==> src/rtl/vm_pkg.sv <==
// Shared FSM type, coin denominations and burst sizing for the vm_stock controller.
package vm_pkg;

    typedef enum logic [1:0] {
        ST_IDLE = 2'd0,
        ST_LOAD = 2'd1,
        ST_OUT  = 2'd2
    } vm_state_e;

    localparam int unsigned DENOM_50 = 50;
    localparam int unsigned DENOM_20 = 20;
    localparam int unsigned DENOM_10 = 10;
    localparam int unsigned DENOM_5  = 5;
    localparam int unsigned DENOM_1  = 1;
    localparam int NUM_DENOM    = 5;
    localparam int BURST_PREFIX = 6;

    function automatic logic is_denom(input logic [31:0] v);
        return (v == DENOM_50) || (v == DENOM_20) || (v == DENOM_10) ||
               (v == DENOM_5)  || (v == DENOM_1);
    endfunction

endpackage

==> src/rtl/vm_change.sv <==
// Greedy change decomposer: splits an amount into 50/20/10/5/1 counts.
// Count for 50 sits in the lowest CONS_W slice, 1 in the highest.
module vm_change
    import vm_pkg::*;
#(
    parameter int MON_W  = 9,
    parameter int CONS_W = 4
) (
    input  logic [MON_W-1:0]            change_in,
    output logic [NUM_DENOM*CONS_W-1:0] counts
);

    localparam logic [MON_W-1:0] D50 = MON_W'(DENOM_50);
    localparam logic [MON_W-1:0] D20 = MON_W'(DENOM_20);
    localparam logic [MON_W-1:0] D10 = MON_W'(DENOM_10);
    localparam logic [MON_W-1:0] D5  = MON_W'(DENOM_5);

    logic [MON_W-1:0]  r50, r20, r10;
    logic [CONS_W-1:0] n50, n20, n10, n5, n1;

    always_comb begin
        n50 = CONS_W'(change_in / D50);
        r50 = change_in % D50;
        n20 = CONS_W'(r50 / D20);
        r20 = r50 % D20;
        n10 = CONS_W'(r20 / D10);
        r10 = r20 % D10;
        n5  = CONS_W'(r10 / D5);
        n1  = CONS_W'(r10 % D5);
        counts = {n1, n5, n10, n20, n50};
    end

endmodule

==> src/rtl/vm_stock.sv <==
// Parametrised vending controller: price/stock load, coin credit, buy/return bursts.
// Optional per-item stock tracking is enabled by defining VM_STOCK_EN.
//
//   state   | meaning
//   IDLE    | accept load strobe, coins, or a buy/return request
//   LOAD    | write price (and stock) for items 2..ITEM_CNT, one per cycle
//   OUT     | stream change counts and sold counts for BURST_LEN beats
module vm_stock
    import vm_pkg::*;
#(
    parameter int ITEM_CNT = 6,
    parameter int PRICE_W  = 5,
    parameter int COIN_W   = 6,
    parameter int MON_W    = 9,
    parameter int SELL_W   = 6,
    parameter int STOCK_W  = 2,
    parameter int CONS_W   = 4,
    localparam int IDX_W   = $clog2(ITEM_CNT + 1)
) (
    input  logic               clk,
    input  logic               rst_n,
    input  logic               in_item_valid,
    input  logic [PRICE_W-1:0] in_item_price,
    input  logic [STOCK_W-1:0] in_item_num,
    input  logic               in_coin_valid,
    input  logic [COIN_W-1:0]  in_coin,
    input  logic               in_rtn_coin,
    input  logic [IDX_W-1:0]   in_buy_item,
    output logic [MON_W-1:0]   out_monitor,
    output logic               out_valid,
    output logic [CONS_W-1:0]  out_consumer,
    output logic [SELL_W-1:0]  out_sell_num
);

    localparam int BURST_LEN = (ITEM_CNT > BURST_PREFIX) ? ITEM_CNT : BURST_PREFIX;
    localparam int CNT_W     = $clog2(BURST_LEN + 1);
    localparam int SEL_W     = (ITEM_CNT > 1) ? $clog2(ITEM_CNT) : 1;

    vm_state_e                   state_q, state_d;
    logic [CNT_W-1:0]            rem_q, rem_d;
    logic [PRICE_W-1:0]          price_q [ITEM_CNT];
    logic [PRICE_W-1:0]          price_d [ITEM_CNT];
    logic [SELL_W-1:0]           sold_q  [ITEM_CNT];
    logic [SELL_W-1:0]           sold_d  [ITEM_CNT];
    logic [MON_W-1:0]            credit_q, credit_d;
    logic [NUM_DENOM*CONS_W-1:0] cnt_q, cnt_d, change_cnt;
    logic                        valid_q, valid_d;
    logic [CONS_W-1:0]           cons_q, cons_d;
    logic [SELL_W-1:0]           sell_q, sell_d;

    logic [MON_W:0]              coin_sum;
    logic [MON_W-1:0]            change_amt;
    logic [SEL_W-1:0]            buy_sel, load_sel;
    logic [CNT_W-1:0]            next_beat;
    logic                        buy_req, buy_ok, in_stock;

`ifdef VM_STOCK_EN
    logic [STOCK_W-1:0]          stock_q [ITEM_CNT];
    logic [STOCK_W-1:0]          stock_d [ITEM_CNT];
    assign in_stock = (stock_q[buy_sel] != '0);
`else
    logic unused_num;
    assign unused_num = ^in_item_num;
    assign in_stock   = 1'b1;
`endif

    // One extra sum bit flags overflow so a too-large coin can be rejected.
    assign coin_sum   = {1'b0, credit_q} + (MON_W+1)'(in_coin);
    assign buy_req    = (in_buy_item != '0);
    assign buy_sel    = SEL_W'(in_buy_item - 1'b1);
    assign buy_ok     = buy_req && (in_buy_item <= IDX_W'(ITEM_CNT)) &&
                        (credit_q >= MON_W'(price_q[buy_sel])) && in_stock;
    assign change_amt = in_rtn_coin ? credit_q : credit_q - MON_W'(price_q[buy_sel]);
    assign load_sel   = SEL_W'(CNT_W'(ITEM_CNT) - rem_q);
    assign next_beat  = CNT_W'(BURST_LEN) - rem_q;

    vm_change #(.MON_W(MON_W), .CONS_W(CONS_W)) u_change (
        .change_in (change_amt),
        .counts    (change_cnt)
    );

    always_comb begin
        state_d  = state_q;
        rem_d    = rem_q;
        price_d  = price_q;
        sold_d   = sold_q;
        credit_d = credit_q;
        cnt_d    = cnt_q;
`ifdef VM_STOCK_EN
        stock_d  = stock_q;
`endif
        valid_d  = 1'b0;
        cons_d   = '0;
        sell_d   = '0;
        unique case (state_q)
            ST_IDLE: begin
                // The strobe cycle itself carries item 1; LOAD covers the rest.
                if (in_item_valid) begin
                    price_d[0] = in_item_price;
`ifdef VM_STOCK_EN
                    stock_d[0] = in_item_num;
`endif
                    for (int i = 0; i < ITEM_CNT; i++) sold_d[i] = '0;
                    rem_d = CNT_W'(ITEM_CNT - 1);
                    if (ITEM_CNT > 1) state_d = ST_LOAD;
                end else if (in_coin_valid) begin
                    if (is_denom(32'(in_coin)) && !coin_sum[MON_W])
                        credit_d = coin_sum[MON_W-1:0];
                end else if (in_rtn_coin || buy_req) begin
                    state_d = ST_OUT;
                    rem_d   = CNT_W'(BURST_LEN - 1);
                    valid_d = 1'b1;
                    cnt_d   = '0;
                    if (in_rtn_coin || buy_ok) begin
                        cnt_d    = change_cnt;
                        credit_d = '0;
                    end
                    if (!in_rtn_coin && buy_ok) begin
                        if (sold_q[buy_sel] != '1) sold_d[buy_sel] = sold_q[buy_sel] + 1'b1;
`ifdef VM_STOCK_EN
                        stock_d[buy_sel] = stock_q[buy_sel] - 1'b1;
`endif
                        cons_d = CONS_W'(in_buy_item);
                    end
                    sell_d = sold_d[0];
                end
            end
            ST_LOAD: begin
                price_d[load_sel] = in_item_price;
`ifdef VM_STOCK_EN
                stock_d[load_sel] = in_item_num;
`endif
                rem_d = rem_q - 1'b1;
                if (rem_q == CNT_W'(1)) state_d = ST_IDLE;
            end
            ST_OUT: begin
                if (rem_q == '0) begin
                    state_d = ST_IDLE;
                end else begin
                    valid_d = 1'b1;
                    rem_d   = rem_q - 1'b1;
                    for (int i = 0; i < NUM_DENOM; i++)
                        if (next_beat == CNT_W'(i + 1)) cons_d = cnt_q[i*CONS_W +: CONS_W];
                    for (int i = 0; i < ITEM_CNT; i++)
                        if (next_beat == CNT_W'(i)) sell_d = sold_q[i];
                end
            end
            default: state_d = ST_IDLE;
        endcase
    end

    always_ff @(posedge clk or negedge rst_n) begin
        if (!rst_n) begin
            state_q  <= ST_IDLE;
            rem_q    <= '0;
            price_q  <= '{default: '0};
            sold_q   <= '{default: '0};
`ifdef VM_STOCK_EN
            stock_q  <= '{default: '0};
`endif
            credit_q <= '0;
            cnt_q    <= '0;
            valid_q  <= 1'b0;
            cons_q   <= '0;
            sell_q   <= '0;
        end else begin
            state_q  <= state_d;
            rem_q    <= rem_d;
            price_q  <= price_d;
            sold_q   <= sold_d;
`ifdef VM_STOCK_EN
            stock_q  <= stock_d;
`endif
            credit_q <= credit_d;
            cnt_q    <= cnt_d;
            valid_q  <= valid_d;
            cons_q   <= cons_d;
            sell_q   <= sell_d;
        end
    end

    assign out_monitor  = credit_q;
    assign out_valid    = valid_q;
    assign out_consumer = cons_q;
    assign out_sell_num = sell_q;

endmodule

==> config.mk <==
export PLATFORM = sky130hd
export DESIGN_NAME = vm_stock
export DESIGN_NICKNAME = d
export VERILOG_FILES = /design/src/rtl/vm_pkg.sv /design/src/rtl/vm_change.sv /design/src/rtl/vm_stock.sv
export SDC_FILE = /design/constraint.sdc
export NUM_CORES = 1
export LEC_CHECK = 0
export CORE_UTILIZATION = 23
export DETAILED_ROUTE_END_ITERATION = 7
export DONT_BUFFER_PORTS = 1
export SYNTH_ARGS = -nofsm -noshare
export SYNTH_HDL_FRONTEND = slang
export SYNTH_SLANG_ARGS = --single-unit
==> constraint.sdc <==
create_clock -name clk -period 12.4 [get_ports clk]
set_input_delay 2.48 -clock clk [delete_from_list [all_inputs] [get_ports clk]]
set_output_delay 2.48 -clock clk [all_outputs]
set_load 0.01 [all_outputs]
**Word-level counts from Yosys, hierarchy flattened**

Cells that the tools add are included.
W data, S select, Z words.

- Register bits after elaboration: 111
- Latch bits: 0
- Bits in writable memories: 0
- Memory bits (read-only): 0
- Input port bits: 21
- Output and inout port bits: 20
- Word-level logic and storage cells: 160
- Memories kept: 0

- Add/subtract/negate cells: 6
- Multipliers: 0
- Divide/modulo/power cells: 8
- Magnitude comparators: 6
- Equality and inequality tests: 22
- Shifts and indexed selects: 0
- Muxes and demuxes: 63
- Bitwise gates (word level): 4
- Reduce and logical (&&, ||, !) cells: 32

Operators with widths:

| kind | count |
|---|---|
| $mux W36 | 5 |
| $mux W6 | 13 |
| $mux W9 | 5 |
| $bwmux W36 | 1 |
| $bwmux W30 | 1 |
| $mux W3 | 8 |
| $mux W4 | 6 |
| $mux W20 | 1 |
| $mux W5 | 4 |
| $bmux W6 S3 | 1 |
| $demux W6 S3 | 1 |
| $bmux W5 S3 | 1 |
| $demux W5 S3 | 1 |
| $pmux W6 S2 | 1 |
| $reduce_and A4 Y1 | 3 |
| $reduce_bool A2 Y1 | 6 |
| $add A9 B6 Y10 | 1 |
| $mux W2 | 5 |
| $ne A2 B2 Y1 const B | 5 |
| $pmux W5 S2 | 1 |
| $reduce_and A5 Y1 | 2 |
| $div A9 B3 Y9 const B | 1 |
| $div A9 B4 Y9 const B | 1 |
| $div A9 B5 Y9 const B | 1 |
| 41 further kinds | 66 |

**Logic depth before layout (Yosys ltp)**

Gate-level depths: netlist of the first run.

- Word-level depth: 13
- Mapped depth: 54
- Depth with buffers taken out: 52

**Cells and area by module**

A second synthesis of the first run with hierarchy kept.

- Cell total of the unflattened synthesis: 1007
- Area total of the unflattened synthesis: 9192.6 um^2

By module, submodules not included:

| module | times used | cells an instance | area each (um^2) | seq. area each (um^2) |
|---|---|---|---|---|
| vm_stock | 1 | 626 | 6353.6 | 2777.7 |
| vm_change | 1 | 381 | 2839.0 | 0.0 |

**Least setup slack after synthesis of the first run**

OpenSTA, ideal clock, no wires.

- Kind: input port to flip-flop
- Start point: input in_buy_item[0]
- End point: register cnt_q[18]
- Setup time: 126 ps
- Data arrival time: 13465 ps
- Data required time: 12274 ps
- Path slack: -1191 ps
- Stages on the path: 53
- Buffers on the path: 3
- Path through: inv_1 ha_1 xor2_1 clkbuf_1 mux4_2 nand2_1 o31ai_1 ha_1 inv_1 fa_1 a21o_1 a211oi_1 o31a_1 nand3_1 nor4_1 o32ai_2 a211oi_1 o21a_1 [... 17 more ...] o21ai_1 and3_1 buf_2 a311o_1 a32o_1 ha_1 nor3_1 a32oi_1 a21boi_2 mux2i_1 a21boi_0 nor2_1 ha_1 nor3_1 xnor2_1 a211oi_4 nor2_2 a221o_1

- Cells in the longest elaborated chain, start to end: 12
- Elaborated cells on any way between the ends: 20
- Those cells by class: 2 x add/sub; 4 x div; 2 x order compare; 5 x mux; 1 x bitwise; 6 x reduce/logical

Ends and longest elaborated chain:

| what | line | source |
|---|---|---|
| start: declaration | vm_stock.sv:28 | `input logic [IDX_W-1:0] in_buy_item,` |
| $sub A3 B1 Y3 | vm_stock.sv:70 | `assign buy_sel = SEL_W'(in_buy_item - 1'b1);` |
| $not A3 Y4 (implied by the code) | vm_stock.sv:72, vm_stock.sv:73 |  |
| $bmux W5 S3 | vm_stock.sv:72, vm_stock.sv:73 |  |
| $mux W5 (implied by the code) (2 in a row) | vm_stock.sv:72, vm_stock.sv:73 |  |
| $sub A9 B5 Y9 | vm_stock.sv:73 | `assign change_amt = in_rtn_coin ? credit_q : credit_q - MON_W'(price_q[buy_sel]);` |
| $mux W9 | vm_stock.sv:73 |  |
| $mod A9 B6 Y9 | vm_change.sv:23 | `r50 = change_in % D50;` |
| $mod A9 B5 Y9 | vm_change.sv:25 | `r20 = r50 % D20;` |
| $mod A9 B4 Y9 | vm_change.sv:27 | `r10 = r20 % D10;` |
| $mod A9 B3 Y9 | vm_change.sv:29 | `n1 = CONS_W'(r10 % D5);` |
| $mux W20 | vm_stock.sv:114 | `if (in_rtn_coin \|\| buy_ok) begin` |
| end signal: assignment | vm_stock.sv:175 | `cnt_q <= cnt_d;` |
| end: declaration | vm_stock.sv:46 | `logic [NUM_DENOM*CONS_W-1:0] cnt_q, cnt_d, change_cnt;` |

Parallel ways exist; a longest one is shown, timed or not. The select of a mux whose other input is x is not followed.
A chain may end at the register's enable or synchronous reset.

**Worst setup path after layout of the first run**

- Start point: input in_buy_item[0]
- End point: register cnt_q[17]

The elaborated chain is that of the path after synthesis.

==> out/metrics.csv, run 1 <==
stage;metric;value;unit
status;status;completed;
place;dp_hpwl;17.7;mm
layout;drive_gt1_share;22.8;%
floorplan;ios;41;
sta;post-route-period-util;96.5;%
layout;layout_commonest_cell;dfrtp_1;
floorplan;start_util;23.4;%
worst_setup_path;cp.required;12.65;ns
global_routing;grt_max_degree;112;
detailed_routing;ant_nets;0;
clocking;numCtsBuffers;9;
synthesis;ys_seq_elements;111;
layout;area_growth;20.9;%
sta;rsz0062_at_grt;true;
layout;num_antenna_cells;0;
global_routing;grt_pass1_wl;39.6;mm
clocking;root_buffer;clkbuf_16;
job;max_cap_viol_count;0;
synthesis;ys_seq_area_share;32.6;%
worst_setup_path;worst-setup-path-type;input pin to register;
clocking;clkTransAtPathRegs;0.07;ns
place;io_buffers;0;
worst_setup_path;worst_setup_path_end_kind;register;
clocking;cts_tree;built;
synthesis;yosys_warnings;0;
clocking;h-tree-depth;3;
layout;layout.area.seq;2780;sq um
layout;layout.nets;1076;
synthesis;syn-num-nets;1028;
layout;multi_input_area;5860;sq um
clocking;clkLatencyLatePin;0.37;ns
global_routing;grt_usage;12.9;%
sta;worstMarginPinSlew;1.11;ns
layout;mostFrequentLayoutCells;dfrtp_1, nand2_1, buf_4;
sta;setup_tns;0;ns
detailed_routing;via_per_inst;5.17;
worst_setup_path;max_stage_delay;0.53;ns
place;gp_congestion;0.863;
global_routing;grt_overflow;0;
synthesis;ys.flop_type;dfrtp_1;
global_routing;antenna_found_initial;0;
worst_setup_path;critPathMaxFanout;22;
detailed_routing;wl_per_cell;16.5;microns
sta;hold_viol_final;0;
detailed_routing;vias;7713;
floorplan;core;36500;sq um
synthesis;syn_area;8530;sq um
sta;layout_min_cycle_time;11.96;ns
synthesis;async_flop_share;100;%
worst_setup_path;cp-start-kind;input pin;
synthesis;syn_area_per_cell;8.78;sq um
sta;skew;0.0129;ns
floorplan;core.rowCount;70;
layout;nFillCells;3793;
synthesis;syn_inst;972;
hold_path;hold_class;register to register;
detailed_routing;initialDrtViolationCount;568;
sta;max_slew_margin;25.8;%
detailed_routing;drc;0;
clocking;cts_sinks;111;
floorplan;dieArea;37900;sq um
clocking;clockBufferDepth;2;
sta;max_freq;83.6;MHz
synthesis;synth_edf_count;0;
sta;slew_violations;0;
global_routing;grt_pass1_vias;7467;
detailed_routing;wirelength;24.6;mm
floorplan;die_w;195;microns
clocking;ctsHoldBuffers;0;
floorplan;die_y;195;microns
worst_setup_path;critPathArrivalTime;12.21;ns
detailed_routing;drt-pass1-iter-count;5;
sta;setup_violations;0;
synthesis;ys_types;95;
worst_setup_path;slowest_stage;or4b_1;
[cell families after synthesis]
kind of cell	Yosys count	synth area share [%]
xor+xnor	30	3.17
buf+inv	71	3.39
flops	111	32.6
mux	67	9.44
simple gates	305	16.8
compound gates	351	29.1
fa+ha+maj	37	5.54
[cell type report]
type	instances	area share, %
inverter	28	1.06
clock inverter	5	1.25
timing repair buffer	80	5.95
multi-input combinational	790	56.8
tap	468	5.68
sequential	111	26.9
clock buffer	11	2.35
[path summary, 6_finish.rpt]
| path | end | slack (ns) | cells past startpoint | startpoint |
|---|---|---|---|---|
| min in group asynchronous | price_q[20]$_DFFE_PN0P_ | 1.81 | 0 | rst_n |
| min reg2reg | cnt_q[10]$_DFFE_PN0P_ | 0.47 | 2 | cnt_q[10]$_DFFE_PN0P_ |
| max in group asynchronous | state_q[0]$_DFFE_PN0P_ | 10.41 | 0 | rst_n |
| min | cnt_q[10]$_DFFE_PN0P_ | 0.47 | 2 | cnt_q[10]$_DFFE_PN0P_ |
| max reg2reg | cnt_q[17]$_DFFE_PN0P_ | 2.90 | 43 | price_q[4]$_DFFE_PN0P_ |
| max | cnt_q[17]$_DFFE_PN0P_ | 0.44 | 49 | in_buy_item[0] |
[sequential cells by signal (all words and copies together) (netlist names)]
signal        cells
state_q           2
price_q          30
rem_q             3
sold_q           36
out_consumer      4
out_sell_num      6
cnt_q            20
out_monitor       9
out_valid         1
[through the flow]
step	area, sq um	utilization, %	cells	hold slack (ns)	setup slack [ns]
after floorplan	8740	-	972	0.439	0.00577
after global placement	9650	26.4	1464	0.460	0.0696
after detailed placement	9650	26.4	1464	0.460	-0.174
after CTS	10000	27.4	1480	0.477	0.211
after global routing	10300	28.2	1493	0.484	-0.139
final	10300	28.2	1493	0.470	0.437
[critical path: cells and delay by family]
family                     cells  cell delay, ns
AOI/OAI and AO/OA             22            4.38
buffers and inverters          5            0.67
and+or+nand+nor               11            2.21
adders and majority gates      6            1.37
muxes                          3            0.58
xor gates and xnor gates       2            0.47
[per-layer routing]
metal	track usage [%]	routed length, microns	share of wire, %	up-vias
li1	-	-	-	3749
met1	16.7	11200	45	3756
met2	21.9	11800	48	173
met3	2.20	1110	4.5	35
met4	4.12	510	2.1	0
met5	0	0	0	-
[cells in the mapped netlist, types with 5 or more instances]
cell type / count / area share (%)
a21o_1: 12 / 1.1
o22ai_1: 18 / 1.3
mux2_2: 37 / 4.9
and2_1: 9 / 0.66
nor2_1: 78 / 3.4
ha_1: 33 / 4.8
a22o_1: 37 / 3.8
a32o_1: 6 / 0.70
a31oi_1: 10 / 0.73
a211oi_1: 9 / 0.79
dfrtp_1: 111 / 33
nand3_1: 36 / 2.1
a21oi_1: 62 / 3.6
nor2b_1: 6 / 0.44
inv_1: 26 / 1.1
nand4_1: 6 / 0.44
nor4_1: 5 / 0.37
o21ai_0: 69 / 4.0
o211ai_1: 23 / 2.0
mux4_2: 5 / 1.3
mux2i_1: 19 / 2.2
o21ai_1: 15 / 0.88
a211o_1: 7 / 0.72
o31ai_1: 7 / 0.62
and3_1: 8 / 0.59
xor2_1: 9 / 0.92
or3_1: 5 / 0.37
o21a_1: 12 / 1.1
clkbuf_1: 34 / 1.5
nor3_1: 23 / 1.3
xnor2_1: 20 / 2.1
nand2_1: 104 / 4.6
[timing repair]
action,4_1_cts,5_1_grt
setup buffers,0,13
gates resized for setup,0,39
setup endpoints to repair,0,5
Power of run 1 is not shown: default switching activity piles up to over one toggle a cycle in this logic, so the estimate is an artifact.
==> run 2, diff against run 1 <==
- RECOVER_POWER: default -> 25
==> results of run 2 <==
The final DEF is identical to that of run 1; final timing and power are the same.
Power of run 2 is left out for the same reason.
==> run 3, diff against run 2 <==
- CTS_CLUSTER_SIZE: default -> 8
==> results of run 3 <==
The final DEF is identical to that of run 1; final timing and power are the same.
Power of run 3 is left out for the same reason.
